File: config.mk
export PLATFORM = sky130hd
export DESIGN_NAME = core_boot_ctrl_flat
export DESIGN_NICKNAME = d
export VERILOG_FILES = /design/src/rtl/core_boot_pkg.sv /design/src/rtl/core_boot_ctrl_if.sv /design/src/rtl/core_boot_ctrl_byte_packer.sv /design/src/rtl/core_boot_ctrl.sv /design/src/flat_wrapper.sv
export SDC_FILE = /design/constraint.sdc
export NUM_CORES = 1
export LEC_CHECK = 0
export ABC_AREA = 1
export BUFFER_PORTS_ARGS = -buffer_cell sky130_fd_sc_hd__buf_2
export CAP_MARGIN = 15
export CORE_UTILIZATION = 51
export DETAILED_ROUTE_END_ITERATION = 16
export GPL_TIMING_DRIVEN = 0
export PLACE_DENSITY = 0.77
export SETUP_SLACK_MARGIN = 0.2
export SLEW_MARGIN = 20
export SYNTH_ARGS = -nofsm -noshare
export SYNTH_HDL_FRONTEND = slang
export SYNTH_SLANG_ARGS = --single-unit
File: constraint.sdc
create_clock -name clk -period 3.4 [get_ports clk]
set_clock_uncertainty 0.15 [all_clocks]
set_input_delay 0.17 -clock clk [delete_from_list [all_inputs] [get_ports clk]]
set_output_delay 0.17 -clock clk [all_outputs]
set_load 0.005 [all_outputs]
File: src/rtl/core_boot_pkg.sv
// Shared types and constants for the boot/run controller.
// Latency: n/a (declarations only).
// Backpressure: n/a.
package core_boot_pkg;

  // Controller phases: wait for a start, stream program words in, let the
  // last write settle, run the core, then park it after the halt opcode.
  typedef enum logic [2:0] {
    BOOT_IDLE,
    BOOT_LOAD,
    BOOT_DRAIN,
    BOOT_RUN,
    BOOT_HALT
  } boot_state_e;

  // SYSTEM/ECALL major opcode; reaching it ends a run.
  localparam logic [6:0] OPC_SYSTEM = 7'b1110011;

  // Byte lanes of a 32-bit little-endian instruction word.
  localparam int         LANE_W    = 8;
  localparam logic [1:0] LAST_LANE = 2'd3;

endpackage

File: src/rtl/core_boot_ctrl_if.sv
// Host/loader, instruction-memory write port and core-control bundle.
// Latency: n/a (wiring only).
// Backpressure: s_valid/s_ready byte handshake; every other signal is level-based.
// Ports: master = host side (drives start/abort/load_len/stream/core_opcode),
//        slave  = core_boot_ctrl (drives s_ready, imem write port, core_reset, status).
interface core_boot_ctrl_if #(
  parameter int ADDR_W = 8
);
  logic              start;
  logic              abort;
  logic [ADDR_W:0]   load_len;
  logic              s_valid;
  logic [7:0]        s_data;
  logic              s_ready;
  logic              imem_we;
  logic [ADDR_W-1:0] imem_waddr;
  logic [31:0]       imem_wdata;
  logic              core_reset;
  logic [6:0]        core_opcode;
  logic              busy;
  logic              done;
  logic              err;
  logic [31:0]       cycle_count;

  modport master (
    output start, abort, load_len, s_valid, s_data, core_opcode,
    input  s_ready, imem_we, imem_waddr, imem_wdata, core_reset,
           busy, done, err, cycle_count
  );

  modport slave (
    input  start, abort, load_len, s_valid, s_data, core_opcode,
    output s_ready, imem_we, imem_waddr, imem_wdata, core_reset,
           busy, done, err, cycle_count
  );
endinterface

File: src/rtl/core_boot_ctrl_byte_packer.sv
// Packs accepted stream bytes little-endian into a 32-bit word.
// Latency: word_o/word_full_o are valid in the same cycle the 4th byte is accepted.
// Backpressure: none of its own; the caller qualifies accept_i with its ready.
// Ports: clk/reset, clr_i (drop partial word), accept_i + byte_i (byte taken),
//        word_full_o (this byte completes a word), word_o (assembled word).
module byte_packer
  import core_boot_pkg::*;
(
  input  logic        clk,
  input  logic        reset,
  input  logic        clr_i,
  input  logic        accept_i,
  input  logic [7:0]  byte_i,
  output logic        word_full_o,
  output logic [31:0] word_o
);

  logic [1:0]  byte_idx_q;
  logic [31:0] lanes_q;

  // Merge the incoming byte into its lane so the completed word is
  // available at the same edge that accepts the final byte.
  always_comb begin
    word_o = lanes_q;
    word_o[{byte_idx_q, 3'b000} +: LANE_W] = byte_i;
  end

  assign word_full_o = accept_i && (byte_idx_q == LAST_LANE);

  always_ff @(posedge clk or posedge reset) begin
    if (reset) begin
      byte_idx_q <= 2'd0;
      lanes_q    <= 32'd0;
    end else if (clr_i) begin
      byte_idx_q <= 2'd0;
      lanes_q    <= 32'd0;
    end else if (accept_i) begin
      lanes_q    <= word_o;
      byte_idx_q <= byte_idx_q + 2'd1;  // wraps to lane 0 after a full word
    end
  end

endmodule

File: src/rtl/core_boot_ctrl.sv
// Boot/run controller: loads imem from a byte stream, releases the core, counts run cycles to halt.
// Latency: imem write one cycle after the 4th byte; one DRAIN cycle before core_reset falls.
// Backpressure: s_ready is high only in LOAD; bytes offered at other times are not consumed.
// Ports: clk, reset (async, active-high), bus (slave modport of core_boot_ctrl_if).
module core_boot_ctrl
  import core_boot_pkg::*;
#(
  parameter int         ADDR_W      = 8,
  parameter logic [6:0] HALT_OPCODE = OPC_SYSTEM
) (
  input  logic              clk,
  input  logic              reset,
  core_boot_ctrl_if.slave   bus
);

  localparam logic [ADDR_W:0] LEN_MAX = {1'b1, {ADDR_W{1'b0}}};

  boot_state_e       state_q;
  logic [ADDR_W:0]   len_q;
  logic [ADDR_W-1:0] word_idx_q;
  logic              err_q;
  logic [31:0]       cnt_q;
  logic              we_q;
  logic [ADDR_W-1:0] waddr_q;
  logic [31:0]       wdata_q;

  logic              accept;
  logic              start_ok;
  logic              len_bad;
  logic              last_word;
  logic              word_full;
  logic [31:0]       word;

  // abort outranks both byte acceptance and start.
  assign accept    = (state_q == BOOT_LOAD) && bus.s_valid && !bus.abort;
  assign start_ok  = bus.start && !bus.abort &&
                     ((state_q == BOOT_IDLE) || (state_q == BOOT_HALT));
  assign len_bad   = (bus.load_len == '0) || (bus.load_len > LEN_MAX);
  assign last_word = ({1'b0, word_idx_q} == (len_q - (ADDR_W+1)'(1)));

  byte_packer u_packer (
    .clk         (clk),
    .reset       (reset),
    .clr_i       (bus.abort || start_ok),
    .accept_i    (accept),
    .byte_i      (bus.s_data),
    .word_full_o (word_full),
    .word_o      (word)
  );

  always_ff @(posedge clk or posedge reset) begin
    if (reset) begin
      state_q    <= BOOT_IDLE;
      len_q      <= '0;
      word_idx_q <= '0;
      err_q      <= 1'b0;
      cnt_q      <= 32'd0;
      we_q       <= 1'b0;
      waddr_q    <= '0;
      wdata_q    <= 32'd0;
    end else begin
      we_q <= 1'b0;
      if (bus.abort) begin
        state_q <= BOOT_IDLE;
      end else begin
        case (state_q)
          BOOT_IDLE, BOOT_HALT: begin
            if (bus.start) begin
              if (len_bad) begin
                err_q   <= 1'b1;
                state_q <= BOOT_IDLE;
              end else begin
                len_q      <= bus.load_len;
                err_q      <= 1'b0;
                word_idx_q <= '0;
                cnt_q      <= 32'd0;
                state_q    <= BOOT_LOAD;
              end
            end
          end
          BOOT_LOAD: begin
            if (word_full) begin
              we_q       <= 1'b1;
              waddr_q    <= word_idx_q;
              wdata_q    <= word;
              word_idx_q <= word_idx_q + ADDR_W'(1);
              if (last_word) state_q <= BOOT_DRAIN;
            end
          end
          // Final write lands this cycle with the core still held.
          BOOT_DRAIN: state_q <= BOOT_RUN;
          BOOT_RUN: begin
            if (bus.core_opcode == HALT_OPCODE) begin
              state_q <= BOOT_HALT;
            end else if (cnt_q != 32'hFFFF_FFFF) begin
              cnt_q <= cnt_q + 32'd1;
            end
          end
          default: state_q <= BOOT_IDLE;
        endcase
      end
    end
  end

  assign bus.s_ready     = (state_q == BOOT_LOAD);
  assign bus.core_reset  = (state_q != BOOT_RUN);
  assign bus.busy        = (state_q == BOOT_LOAD) || (state_q == BOOT_DRAIN) ||
                           (state_q == BOOT_RUN);
  assign bus.done        = (state_q == BOOT_HALT);
  assign bus.err         = err_q;
  assign bus.cycle_count = cnt_q;
  assign bus.imem_we     = we_q;
  assign bus.imem_waddr  = waddr_q;
  assign bus.imem_wdata  = wdata_q;

endmodule

File: src/flat_wrapper.sv
// flat-port wrapper written by rule: the top's interface ports become plain ports
module core_boot_ctrl_flat import core_boot_pkg::*;
#(
  parameter int         ADDR_W      = 8,
  parameter logic [6:0] HALT_OPCODE = OPC_SYSTEM
)
  (clk, reset, bus_start, bus_abort, bus_load_len, bus_s_valid, bus_s_data, bus_core_opcode, bus_s_ready, bus_imem_we, bus_imem_waddr, bus_imem_wdata, bus_core_reset, bus_busy, bus_done, bus_err, bus_cycle_count);
  core_boot_ctrl_if #(.ADDR_W(ADDR_W)) bus_i ();
  input  logic clk;
  input  logic reset;
  input wire logic [$bits(bus_i.start)-1:0] bus_start;
  input wire logic [$bits(bus_i.abort)-1:0] bus_abort;
  input wire logic [$bits(bus_i.load_len)-1:0] bus_load_len;
  input wire logic [$bits(bus_i.s_valid)-1:0] bus_s_valid;
  input wire logic [$bits(bus_i.s_data)-1:0] bus_s_data;
  input wire logic [$bits(bus_i.core_opcode)-1:0] bus_core_opcode;
  output wire logic [$bits(bus_i.s_ready)-1:0] bus_s_ready;
  output wire logic [$bits(bus_i.imem_we)-1:0] bus_imem_we;
  output wire logic [$bits(bus_i.imem_waddr)-1:0] bus_imem_waddr;
  output wire logic [$bits(bus_i.imem_wdata)-1:0] bus_imem_wdata;
  output wire logic [$bits(bus_i.core_reset)-1:0] bus_core_reset;
  output wire logic [$bits(bus_i.busy)-1:0] bus_busy;
  output wire logic [$bits(bus_i.done)-1:0] bus_done;
  output wire logic [$bits(bus_i.err)-1:0] bus_err;
  output wire logic [$bits(bus_i.cycle_count)-1:0] bus_cycle_count;
  assign bus_i.start = bus_start;
  assign bus_i.abort = bus_abort;
  assign bus_i.load_len = bus_load_len;
  assign bus_i.s_valid = bus_s_valid;
  assign bus_i.s_data = bus_s_data;
  assign bus_i.core_opcode = bus_core_opcode;
  assign bus_s_ready = bus_i.s_ready;
  assign bus_imem_we = bus_i.imem_we;
  assign bus_imem_waddr = bus_i.imem_waddr;
  assign bus_imem_wdata = bus_i.imem_wdata;
  assign bus_core_reset = bus_i.core_reset;
  assign bus_busy = bus_i.busy;
  assign bus_done = bus_i.done;
  assign bus_err = bus_i.err;
  assign bus_cycle_count = bus_i.cycle_count;
  core_boot_ctrl #(.ADDR_W(ADDR_W), .HALT_OPCODE(HALT_OPCODE)) u_core (.clk(clk), .reset(reset), .bus(bus_i));
endmodule
---- Word-level counts from Yosys, hierarchy flattened ----
Cells that the tools add are included.
storage, ports and cells
  bits in latches ......................... 0
  bits of input ports ..................... 29
  memories ................................ 0
  output and inout port bits .............. 78
  register bits after elaboration ......... 128
  memory bits (writable) .................. 0
  memory bits (read-only) ................. 0
operators by class
  divide/modulo/power cells ............... 0
  muxes and demuxes ....................... 25
  magnitude comparators ................... 1
  reduce and logical (&&, ||, !) cells .... 23
  eq/ne operators ......................... 18
  multipliers ............................. 0
  shifts and indexed selects .............. 2
  bitwise logic cells ..................... 2
  add/sub/neg operators ................... 5
operators by type and width
  cell                    count
  $mux 32                 6
  $pmux 32 s2             1
  $add 32x1->32 const B   1
  $bwmux 32               1
  $ne 32x32->1 const B    1
  $shift 8x7->32 const A  1
  $shiftx 8x7->32         1
  $mux 8                  3
  $pmux 8 s2              1
  $mux 3                  5
  $ne 3x2->1 const B      4
  $pmux 3 s4              1
  $eq 8x9->1              1
  $gt 9x9->1 const B      1
  $logic_not 9->1         1
  $sub 9x1->9 const B     1
  $add 8x1->8 const B     1
  $reduce_and 4->1        2
  $eq 7x7->1 const B      1
  $neg 5->7               1
  $eq 3x2->1 const B      2
  $ne 2x2->1 const B      3
  $reduce_and 3->1        2
  $reduce_and 6->1        1
  other kinds (16)        33

---- Logic depth before layout (Yosys ltp) ----
Gate-level depths: netlist (run 1).
  word-level depth ........................ 7
  mapped depth ............................ 15

---- Hierarchy ----
Synthesis (run 1) repeated with hierarchy kept, for this count alone.
second synthesis, totals
  cell total of the unflattened synthesis .. 982
  area total of the unflattened synthesis .. 6990.5 um^2
by module, submodules not included
  module          times used  area an instance (um^2)  cells each  sequential area each (um^2)
  core_boot_ctrl  1           5088.6                   696         2352.3
  byte_packer     1           1901.8                   286         850.8

---- Worst setup path after synthesis (run 1) ----
No wires, ideal clock.
  path kind ............................... register -> register
  start ................................... reg u_core.u_packer.byte_idx_q[0]
  end ..................................... reg u_core.wdata_q[0] (netlist: u_core.bus.imem_wdata[0])
  setup slack ............................. 1447 ps
  data arrival time ....................... 1720 ps
  buffers on the path ..................... 1
  cell stages (with the launch flop) ...... 9
  period minus slack after synthesis ...... 1953 ps
  cell sequence ........................... dfrtp_1 > clkbuf_1 > inv_1 > ha_1 > inv_1 > nand4_1 > o22ai_1 > inv_1 > o21ai_0
between the ends
  word-level cells in the longest chain between the ends .. 3
RTL lines
  item                                           RTL line                                                            text
  start: declaration                             core_boot_ctrl_byte_packer.sv:18                                    logic [1:0] byte_idx_q;
  start signal: assignment                       core_boot_ctrl_byte_packer.sv:39                                    byte_idx_q <= byte_idx_q + 2'd1;
  $neg 5->7 or $eq 2x2->1 (tied branches)        core_boot_ctrl_byte_packer.sv:25, core_boot_ctrl_byte_packer.sv:28
  $shiftx 8x7->32, or another cell as far along  core_boot_ctrl_byte_packer.sv:25                                    word_o[{byte_idx_q, 3'b000} +: LANE_W] = byte_i;
  $bwmux 32 or $reduce_and 3->1 (tied branches)  -
  end signal: assignment                         core_boot_ctrl.sv:85                                                wdata_q <= word;
  end: declaration                               core_boot_ctrl.sv:25                                                logic [31:0] wdata_q;
Parallel ways exist; a longest one is shown, timed or not.
A chain may end at the register's enable or synchronous reset.

---- Final worst setup path (run 1) ----
  start ................................... reg u_core.len_q[0]
  end ..................................... reg u_core.state_q[0]
between the ends
  word-level cells in the longest chain between the ends .. 4
RTL lines
  item                               RTL line              text
  start: declaration                 core_boot_ctrl.sv:19  logic [ADDR_W:0] len_q;
  start signal: assignment           core_boot_ctrl.sv:73  len_q <= bus.load_len;
  $sub 9x1->9                        core_boot_ctrl.sv:39  assign last_word = ({1'b0, word_idx_q} == (len_q - (ADDR_W+1)'(1)));
  $eq 8x9->1                         core_boot_ctrl.sv:39
  $ne 3x2->1 (no source line)        -
  $reduce_and 4->1 (no source line)  -
  end signal: assignment             core_boot_ctrl.sv:53  state_q <= BOOT_IDLE;
  end signal: assignment             core_boot_ctrl.sv:64  state_q <= BOOT_IDLE;
  end signal: assignment             core_boot_ctrl.sv:71  state_q <= BOOT_IDLE;
  end: declaration                   core_boot_ctrl.sv:18  boot_state_e state_q;
No other way between the ends.

==> results of run 1 <==
per-layer routing:
layer / global-route usage / vias up
li1: - / 3065
met1: 0.360 / 2865
met2: 0.446 / 227
met3: 0.0564 / 47
met4: 0.130 / 0
met5: 0 / -
final timing paths:
check	startpoint	slack, ps	end
max reg2reg	u_core.len_q[0]	860	u_core.state_q[0]
min reg2reg	u_core.bus.imem_wdata[11]	320	u_core.bus.imem_wdata[11]
min	bus_core_opcode[6]	40	u_core.state_q[1]
max	u_core.len_q[0]	860	u_core.state_q[0]
min in group asynchronous	reset	160	u_core.bus.cycle_count[11]
max in group asynchronous	reset	2060	u_core.bus.imem_waddr[2]
cell usage in the layout, fill, tap and decap left out, drive strengths merged, types with 3 or more instances in the layout:
cell and n:
xor2 20, a31oi 8, ha 8, nand3 68, nand2 270, nor3 16
inv 80, buf 124, bufinv 4, nor2 86, clkbuf 44, o22ai 33
o21ai 75, dfrtp 120, clkinv 3, nand4 7, dlygate4sd3 13, xnor2 3
or2 21, a21oi 3
per-stage QoR:
step,util,cell area (µm²)
2_1_floorplan,-,6500
3_3_place_gp,0.593,7240
3_5_place_dp,0.601,7330
4_1_cts,0.664,8110
5_1_grt,0.664,8110
6_report,0.664,8110
registers in the layout (all words and copies together) (netlist names):
register	flops
u_core.bus.imem_we	1
u_core.bus.imem_wdata	32
u_core.bus.imem_waddr	8
u_core.u_packer.byte_idx_q	2
u_core.bus.err	1
u_core.u_packer.lanes_q	24
u_core.bus.cycle_count	32
u_core.len_q	9
u_core.state_q	3
u_core.word_idx_q	8
worst max-delay path, cell delays in order (launching register included):
cell	delay [ps]
dfrtp_1	400
inv_1	120
ha_1	270
inv_1	60
nand2_1	100
nand2_1	60
nand2_1	50
nand2_1	50
nor2_1	100
nand2_1	60
nor2_1	80
nand3_1	110
nand2_1	100
nand3_1	70
nand2_1	70
nor2_1	30
dlygate4sd3_1	540
kinds of logic (layout without fill, tap and decap cells):
family / Yosys count / count (layout)
AO/OA/AOI/OAI: 121 / 121
XOR/XNOR: 23 / 23
adder cells (fa/ha/maj): 8 / 8
buffers and inverters: 116 / 270
flip-flops: 120 / 120
AND/OR/NAND/NOR: 473 / 473
where the power goes:
group          total (W)  switching, W  internal, W
logic           0.000649      0.000420     0.000230
registers        0.00157     0.0000724      0.00149
clock network    0.00197      0.000629      0.00134
final cells by class:
cell class              instances  area [µm²]
inverters                      82         312
well taps                     168         210
fillers                      1070        4100
plain buffers                  34         161
clock inverters                 7         138
multi-input cells             625        3020
flip-flops and latches        120        3000
repair buffers                123         756
clock buffers                  24         512
timing repair:
item                                   4_1_cts  5_1_grt
hold buffers                                13        0
gates resized for setup                      0        0
endpoints found under the hold margin       48        0
==> flow_summary.yaml, run 1 <==
run_status:
  status: "complete, no violations"
synthesis:
  synthMuxAreaShare: 0
  synthesis.instances: 861
  yosys.area.top_type: "dfrtp_1"
  synth.avg_cell_area_um2: 7.54
  synthTopCellsByArea: "dfrtp_1 46%, nand2_1 15%, nand3_1 5.1%"
  synth_cell_types: 37
  synth_edf_count: 0
  synthArstFlopShare: 1.00
  synth_ff_type: "dfrtp_1"
  synthMostInstantiatedCell: "nand2_1"
  ys_seq_area_frac: 0.462
  synth-compound-area-share: 0.105
  syn_area_um2: 6490
  yosysTopAreaCellShare: 0.462
  synthAdderAreaFrac: 0.0154
  synth-simple-area-share: 0.314
  ys_warn_count: 0
  synth_fp_nets: 898
  ys_ff_latch: 120
  synth_top_family_by_area: "simple AND/OR/NAND/NOR gates"
  synth_xor_area_frac: 0.0310
  synthTopCellsByCount: "266 x nand2_1, 120 x dfrtp_1, 79 x nor2_1, 74 x inv_1, 66 x nand3_1"
routing:
  highest_layer: "met4"
  wirelength_um: 16700
  avgViaCountPerCell: 5.24
  ant_nets: 0
  dr.pass1.iters: 5
  drt_iter0_markers: 423
  num_vias: 6204
  drc: 0
  wl_met3_um: 896
  met1_length_um: 7470
  routedWlPerCell_um: 14.1
  wl_met2_um: 7790
sta:
  worst_slew_pin_slew_ps: 610
  final.setup.worst_slack_ps: 858
  report.final.slew_viol_count: 0
  hold_violations: 0
  setup_viol: 0
  period_minus_slack_ps: 2540
  whs_ps: 36.5
  setup_tns_ps: 0
  relSlewSlack: 0.590
  rsz0062_at_grt: "false"
  final.period_utilization: 0.748
  max_freq_ghz: 0.393
power_and_ir_drop:
  ir_worst_vdd_v: 0.000300
  p_per_area_nw_per_um2: 515
  finalPower_w: 0.00418
  power_leakage_nw: 3.93
worst_setup_path:
  rr_worst_depth: 16
  cp_max_fo: 6
  cp-start-kind: "flop"
  cp.required_ps: 3550
  cp-end-kind: "flop"
  worstPathArrival_ps: 2690
  critical_path_class: "reg -> reg"
clock_tree:
  cts_buffer_depth: 2
  insertion_delay_ps: 420
  clock_sinks: 120
  cts_root_buf: "clkbuf_16"
  clk_pin_slew_ps: 50
  tritoncts: "built"
  post_cts_buffers: 0
  cts_buffers: 17
  h-tree-depth: 4
cells_and_area:
  stdcell_count: 1183
  layout-drive-gt1-share: 0.196
  layout.nets: 1040
  syn2layout_area_growth_pct: 24.9
  diodes: 0
placed_design:
  placedCellCount: 1139
  port-buffer-count: 106
  dp_hpwl_um: 12300
  gp_congestion: 0.891
  dp_slack_ps: 1020
global_route:
  grt.overflow.total: 0
  antenna_found_initial: 0
  grt_max_degree: 33
  grt_pass1_vias: 5950
  grt_pass1_wl_um: 28200
  grt_usage: 0.277
floorplan:
  rows: 40
  die-area_um2: 13200
  pin_count: 107
  die_h_um: 115
  core_um2: 12200
  chipWidth_um: 115
  initial_core_util: 0.532
flow_run:
  cap_viol_max_count: 0
hold_path:
  holdPathStages: 4
  hp-class: "in -> reg"
No activity file was read; power rests on OpenSTA's default activity.
==> run 2, diff against run 1 <==
--- a/config.mk
+++ b/config.mk
@@ -5,13 +5,13 @@
 export SDC_FILE = /design/constraint.sdc
 export NUM_CORES = 1
 export LEC_CHECK = 0
-export ABC_AREA = 1
+export ABC_AREA = 0
 export BUFFER_PORTS_ARGS = -buffer_cell sky130_fd_sc_hd__buf_2
 export CAP_MARGIN = 15
-export CORE_UTILIZATION = 51
+export CORE_UTILIZATION = 55
 export DETAILED_ROUTE_END_ITERATION = 16
 export GPL_TIMING_DRIVEN = 0
-export PLACE_DENSITY = 0.77
+export PLACE_DENSITY = 0.8
 export SETUP_SLACK_MARGIN = 0.2
 export SLEW_MARGIN = 20
 export SYNTH_ARGS = -nofsm -noshare
==> constraint.sdc (replaced) <==
create_clock -name clk -period 2.6 [get_ports clk]
set_clock_uncertainty 0.15 [all_clocks]
set_input_delay 0.13 -clock clk [delete_from_list [all_inputs] [get_ports clk]]
set_output_delay 0.13 -clock clk [all_outputs]
set_load 0.005 [all_outputs]
==> run 2 against run 1 <==
Net effect: core utilization increased by 12 points; area after synthesis down 8.9%; register-to-register slack got worse by 830 ps; clock-buffer cell count is 1 lower; largest power group unchanged; synthesized cell count fell by 26%; worst setup slack worse by 830 ps; largest cell class is now registers; non-clock buffer count increased by 44; sequential cell count did not move; first-iteration DRC count grew 43%; cell area increased by 0.74%.
==> flow_summary.yaml, run 2 <==
routing:
  avgViaCountPerCell: 6.31
  drc: 0
  drt_iter0_markers: 603
  wl_met2_um: 9330
  num_vias: 6110
  highest_layer: "met4"
  met1_length_um: 7220
  routedWlPerCell_um: 19.3
  wl_met3_um: 1440
  ant_nets: 0
  dr.pass1.iters: 7
  wirelength_um: 18700
global_route:
  grt_pass1_vias: 5886
  grt_max_degree: 35
  grt_pass1_wl_um: 28900
  grt_usage: 0.331
  antenna_found_initial: 0
  grt.overflow.total: 0
cells_and_area:
  fillers: 654
  layout_commonest_cell: "dfrtp_1"
  layout.nets: 858
  diodes: 0
  layout-drive-gt1-share: 0.304
  layout_common_cells: "109 x dfrtp_1, 105 x nand2_1, 103 x buf_2, 76 x nor2_1, 37 x buf_4"
  syn2layout_area_growth_pct: 38.2
synthesis:
  synthTopCellsByCount: "120 x dfrtp_1, 109 x nand2_1, 77 x nor2_1, 24 x a221oi_1, 24 x a22o_1"
  synthArstFlopShare: 1.00
  syn_area_um2: 5910
  synth_top_family_by_area: "simple AND/OR/NAND/NOR gates"
  ys_seq_area_frac: 0.508
  synth-simple-area-share: 0.253
  synth-compound-area-share: 0.151
  synthMostInstantiatedCell: "dfrtp_1"
  synth_ff_type: "dfrtp_1"
  synthesis.instances: 639
  yosys.area.top_type: "dfrtp_1"
  synth_xor_area_frac: 0.0281
  synthAdderAreaFrac: 0.0169
  ys_ff_latch: 120
  synthMuxAreaShare: 0.00846
  synth_fp_nets: 676
  synth.avg_cell_area_um2: 9.26
  synth_edf_count: 0
  synthTopCellsByArea: "dfrtp_1 51%, nand2_1 6.9%, nor2_1 4.9%"
  synth_cell_types: 51
  yosysTopAreaCellShare: 0.508
  ys_warn_count: 0
power_and_ir_drop:
  p_int_w: 0.00382
  p_switching_w: 0.00129
  power_leakage_nw: 4.05
  p_per_area_nw_per_um2: 625
  seq_power_share: 0.390
  pwr-share-clk: 0.487
  ir_worst_vdd_v: 0.000366
  netSwitchingFraction: 0.252
  combPwrFrac: 0.123
worst_setup_path:
  cp-end-kind: "flop"
  cp_max_fo: 6
  cp-start-kind: "flop"
  cp.required_ps: 2910
  worstPathArrival_ps: 2890
  critical_path_class: "reg -> reg"
  reg2reg_slack_ps: 20
sta:
  whs_ps: 65.1
  report.final.slew_viol_count: 0
  final.setup.worst_slack_ps: 23.8
  final.period_utilization: 0.991
  period_minus_slack_ps: 2580
  hold_violations: 0
  worst_slew_pin_slew_ps: 707
  setup_viol: 0
  max_freq_ghz: 0.388
  relSlewSlack: 0.525
  rsz0062_at_grt: "true"
  setup_tns_ps: 0
floorplan:
  rows: 37
  die-area_um2: 11200
  pin_count: 107
  die_h_um: 106
  chipWidth_um: 106
  initial_core_util: 0.570
  core_um2: 10400
flow_run:
  cap_viol_max_count: 0
clock_tree:
  cts_buffer_depth: 2
  clock_sinks: 120
  cts_buffers: 17
  cts_root_buf: "clkbuf_8"
  tritoncts: "built"
  clk_pin_slew_ps: 60
  insertion_delay_ps: 530
  h-tree-depth: 4
placed_design:
  port-buffer-count: 98
  dp_slack_ps: -678
  gp_congestion: 0.875
  dp_hpwl_um: 10900
hold_path:
  hp-class: "in -> async"
run_status:
  status: "complete, no violations"
## run 2: cell types whose count changed in the layout (fill, tap and decap cells not counted), moves of 24 or more
| cell | change |
|---|---|
| inv_1 | -62 |
| o22ai_1 | -33 |
| buf_4 | +37 |
| nand2_1 | -161 |
| nand3_1 | -46 |
| a221oi_1 | +24 |
| a22o_1 | +24 |
| o21ai_0 | -30 |
## run 2: worst paths after layout
kind                                      startpoint                         end  cells past startpoint
max reg2reg                        u_core.state_q[2]  u_core.bus.cycle_count[21]                      8
max                                u_core.state_q[2]  u_core.bus.cycle_count[21]                      8
max in group asynchronous                      reset   u_core.bus.cycle_count[1]                      5
min reg2reg                u_core.bus.imem_wdata[26]   u_core.bus.imem_wdata[26]                      2
min in group clk                     bus_load_len[2]           u_core.state_q[0]                      6
min                                            reset          u_core.bus.imem_we                      3
## run 2: routing by layer
| metal | up-vias | global-route usage |
|---|---|---|
| met4 | 0 | 0.143 |
| met3 | 80 | 0.0798 |
| met2 | 366 | 0.549 |
| met1 | 2998 | 0.412 |
| li1 | 2666 | - |
| met5 | - | 0 |
## run 2: worst max-delay path: stages (launching register included)
cell and delay (ps):
dfrtp_2 400, and3b_1 240, clkbuf_8 150, o21ai_2 60, a211o_1 340, or4_4 550, buf_6 160, or3_4 320
a21oi_2 120
## run 2: kinds of logic (layout without fill, tap and decap cells)
logic type	count (synthesis)	in the layout
AND/OR/NAND/NOR	310	310
AO/OA/AOI/OAI	123	123
flip-flops	120	120
XOR/XNOR	19	19
multiplexers	5	5
adder cells (fa/ha/maj)	8	8
buffers and inverters	54	248
## run 2: what timing repair did
| action | 4_1_cts | 5_1_grt |
|---|---|---|
| resized for setup | 51 | 42 |
| hold buffers | 20 | 0 |
| pin swaps | 23 | 9 |
| setup buffers | 31 | 9 |
| cloned | 2 | 0 |
| endpoints found under the hold margin | 137 | 0 |
| endpoints found under the setup margin | 117 | 111 |
## run 2: cell type report
cell class / instances / area [µm²] / area share
Clock buffer: 23 / 477 / 0.0583
Multi-Input combinational cell: 465 / 3010 / 0.369
Clock inverter: 8 / 143 / 0.0174
Timing Repair Buffer: 163 / 1070 / 0.131
Inverter: 16 / 67.6 / 0.00827
Buffer: 38 / 211 / 0.0259
Sequential cell: 120 / 3020 / 0.369
Tap cell: 136 / 170 / 0.0208
## run 2: per-stage QoR
step	cells	power [W]	utilization	instance area (µm²)
2_1_floorplan	639	0.00232	-	6020
4_1_cts	960	0.00500	0.770	7990
6_report	969	0.00511	0.788	8170
3_3_place_gp	873	0.00243	0.644	6680
3_5_place_dp	876	0.00246	0.650	6740
5_1_grt	969	0.00524	0.788	8170
## run 2: power by group through the flow
stage	sequential, W	combinational, W	clock, W
finish	0.00199	0.000628	0.00249
detailed placement	0.00201	0.000453	0
global placement	0.00201	0.000424	0
CTS	0.00198	0.000549	0.00248
floorplan	0.00199	0.000323	0
global route	0.00199	0.000666	0.00258
==> run 3, diff against run 2 <==
==> constraint.sdc (replaced) <==
create_clock -name clk -period 2.5 [get_ports clk]
set_clock_uncertainty 0.15 [all_clocks]
set_input_delay 0.125 -clock clk [delete_from_list [all_inputs] [get_ports clk]]
set_output_delay 0.125 -clock clk [all_outputs]
set_load 0.005 [all_outputs]
==> run 3 against run 2 <==
Net effect: the run now ends with negative setup slack left; sequential cell count did not move; via count grew 5.9%; first-iteration DRC count is 28% higher; critical endpoint is now u_core.bus.cycle_count[24]; combinational power increased by 12%; highest routed layer unchanged.
==> flow_summary.yaml, run 3 (synthesis gave the netlist of run 2 again) <==
power_and_ir_drop:
  ir_worst_vdd_v: 0.000606
  p_per_area_nw_per_um2: 650
  p_switching_w: 0.00137
  seq_power_share: 0.381
  netSwitchingFraction: 0.254
  finalPower_w: 0.00542
  p_int_w: 0.00404
  power_leakage_nw: 4.10
  pwr-share-clk: 0.489
  combPwrFrac: 0.130
cells_and_area:
  syn2layout_area_growth_pct: 41.0
  stdcell_area_um2: 8340
  layout.nets: 867
  stdcell_count: 977
  layout-drive-gt1-share: 0.328
  layout_commonest_cell: "dfrtp_1"
  layout_common_cells: "108 x dfrtp_1, 104 x nand2_1, 104 x buf_2, 76 x nor2_1, 44 x buf_4"
  diodes: 0
floorplan:
  initial_core_util: 0.570
  die-area_um2: 11200
  pin_count: 107
  die_h_um: 106
  core_um2: 10400
  chipWidth_um: 106
  rows: 37
worst_setup_path:
  worstPathArrival_ps: 2960
  cp_max_fo: 8
  critical_path_class: "reg -> reg"
  cp-end-kind: "flop"
  rr_worst_depth: 7
  cp.required_ps: 2800
  cp-start-kind: "flop"
sta:
  rsz0062_at_grt: "true"
  hold_violations: 0
  worst_slew_pin_slew_ps: 655
  final.setup.worst_slack_ps: -155
  report.final.slew_viol_count: 0
  relSlewSlack: 0.560
  setup_viol: 18
  max_freq_ghz: 0.377
  period_minus_slack_ps: 2660
  final.period_utilization: 1.06
clock_tree:
  insertion_delay_ps: 540
  cts_buffer_depth: 2
  clk_pin_slew_ps: 70
  cts_buffers: 17
  tritoncts: "built"
  clock_sinks: 120
  cts_root_buf: "clkbuf_8"
  h-tree-depth: 4
routing:
  drc: 0
  wirelength_um: 20900
  num_vias: 6468
  drt_iter0_markers: 774
  ant_nets: 0
  avgViaCountPerCell: 6.62
  dr.pass1.iters: 6
  routedWlPerCell_um: 21.4
placed_design:
  placedCellCount: 876
  dp_slack_ps: -558
  gp_congestion: 0.863
  place_area_um2: 6780
  port-buffer-count: 98
  dp_hpwl_um: 11000
hold_path:
  hp-class: "in -> async"
global_route:
  grt_max_degree: 34
  grt_usage: 0.354
  top_usage_layer: "met2"
  antenna_found_initial: 0
  use_met3: 0.0829
  use_met2: 0.577
  grt_pass1_wl_um: 30500
  grt_pass1_vias: 6103
  grt.overflow.total: 0
  use_met1: 0.430
flow_run:
  cap_viol_max_count: 0
run_status:
  status: "finished, violations left"
  violations: "negative setup slack"
==> run 3: cell count changes in the layout (fill, tap and decap cells not counted), sizes merged <==
cell / previous run / this run
bufinv: 4 / 5
clkbuf: 46 / 43
buf: 158 / 168
==> run 3: area by class of cell <==
cell class                 count  area, µm²
fill                         565       2030
clock inverter                 9        173
clock buffer                  21        449
sequential                   120       3020
timing repair buffer         172       1150
buffer                        38        214
tap                          136        170
multi-input combinational    465       3090
inverter                      16       71.3
==> run 3: power groups by stage <==
stage,Clock [W],Sequential [W],Combinational (W)
floorplan,0,0.00207,0.000347
global placement,0,0.00209,0.000450
detailed placement,0,0.00209,0.000478
CTS,0.00261,0.00205,0.000625
global route,0.00274,0.00206,0.000746
finish,0.00265,0.00206,0.000704
==> run 3: repair_timing <==
action,4_1_cts,5_1_grt
hold buffers,20,0
endpoints found under the hold margin,134,0
pin swaps,21,8
endpoints found under the setup margin,117,107
buffers inserted,38,11
cloned,2,0
gates resized for setup,62,43
==> run 3: critical path, cell delays in order, from the launching register on <==
cell and delay, ps:
dfrtp_1 520, nand4_1 200, or4_4 470, or4_4 530
buf_8 160, buf_6 110, nor4_4 150, mux2i_1 260
==> run 3: final timing paths <==
check	startpoint	to	slack [ps]
max in group asynchronous	reset	u_core.bus.cycle_count[7]	1310
hold / removal	reset	u_core.bus.imem_waddr[4]	70
setup reg to reg	u_core.bus.cycle_count[2]	u_core.bus.cycle_count[24]	-160
setup / recovery	u_core.bus.cycle_count[2]	u_core.bus.cycle_count[24]	-160
hold reg to reg	u_core.bus.imem_waddr[2]	u_core.bus.imem_waddr[2]	320
min in group clk	bus_s_valid	u_core.u_packer.byte_idx_q[0]	170
==> run 3: stage by stage <==
step / TNS (ps) / hold WS [ps] / util
floorplan: -194 / 80.4 / -
global placement: -31140 / 188 / 0.648
detailed placement: -35990 / 88.4 / 0.653
CTS: -19.7 / 92.8 / 0.784
global route: -2290 / 137 / 0.804
finish: -1220 / 73.7 / 0.804
==> run 3: routing by layer <==
metal / part of all wire / vias to the layer above
li1: - / 2682
met1: 0.35 / 3059
met2: 0.48 / 551
met3: 0.10 / 176
met4: 0.069 / 0
met5: 0 / -
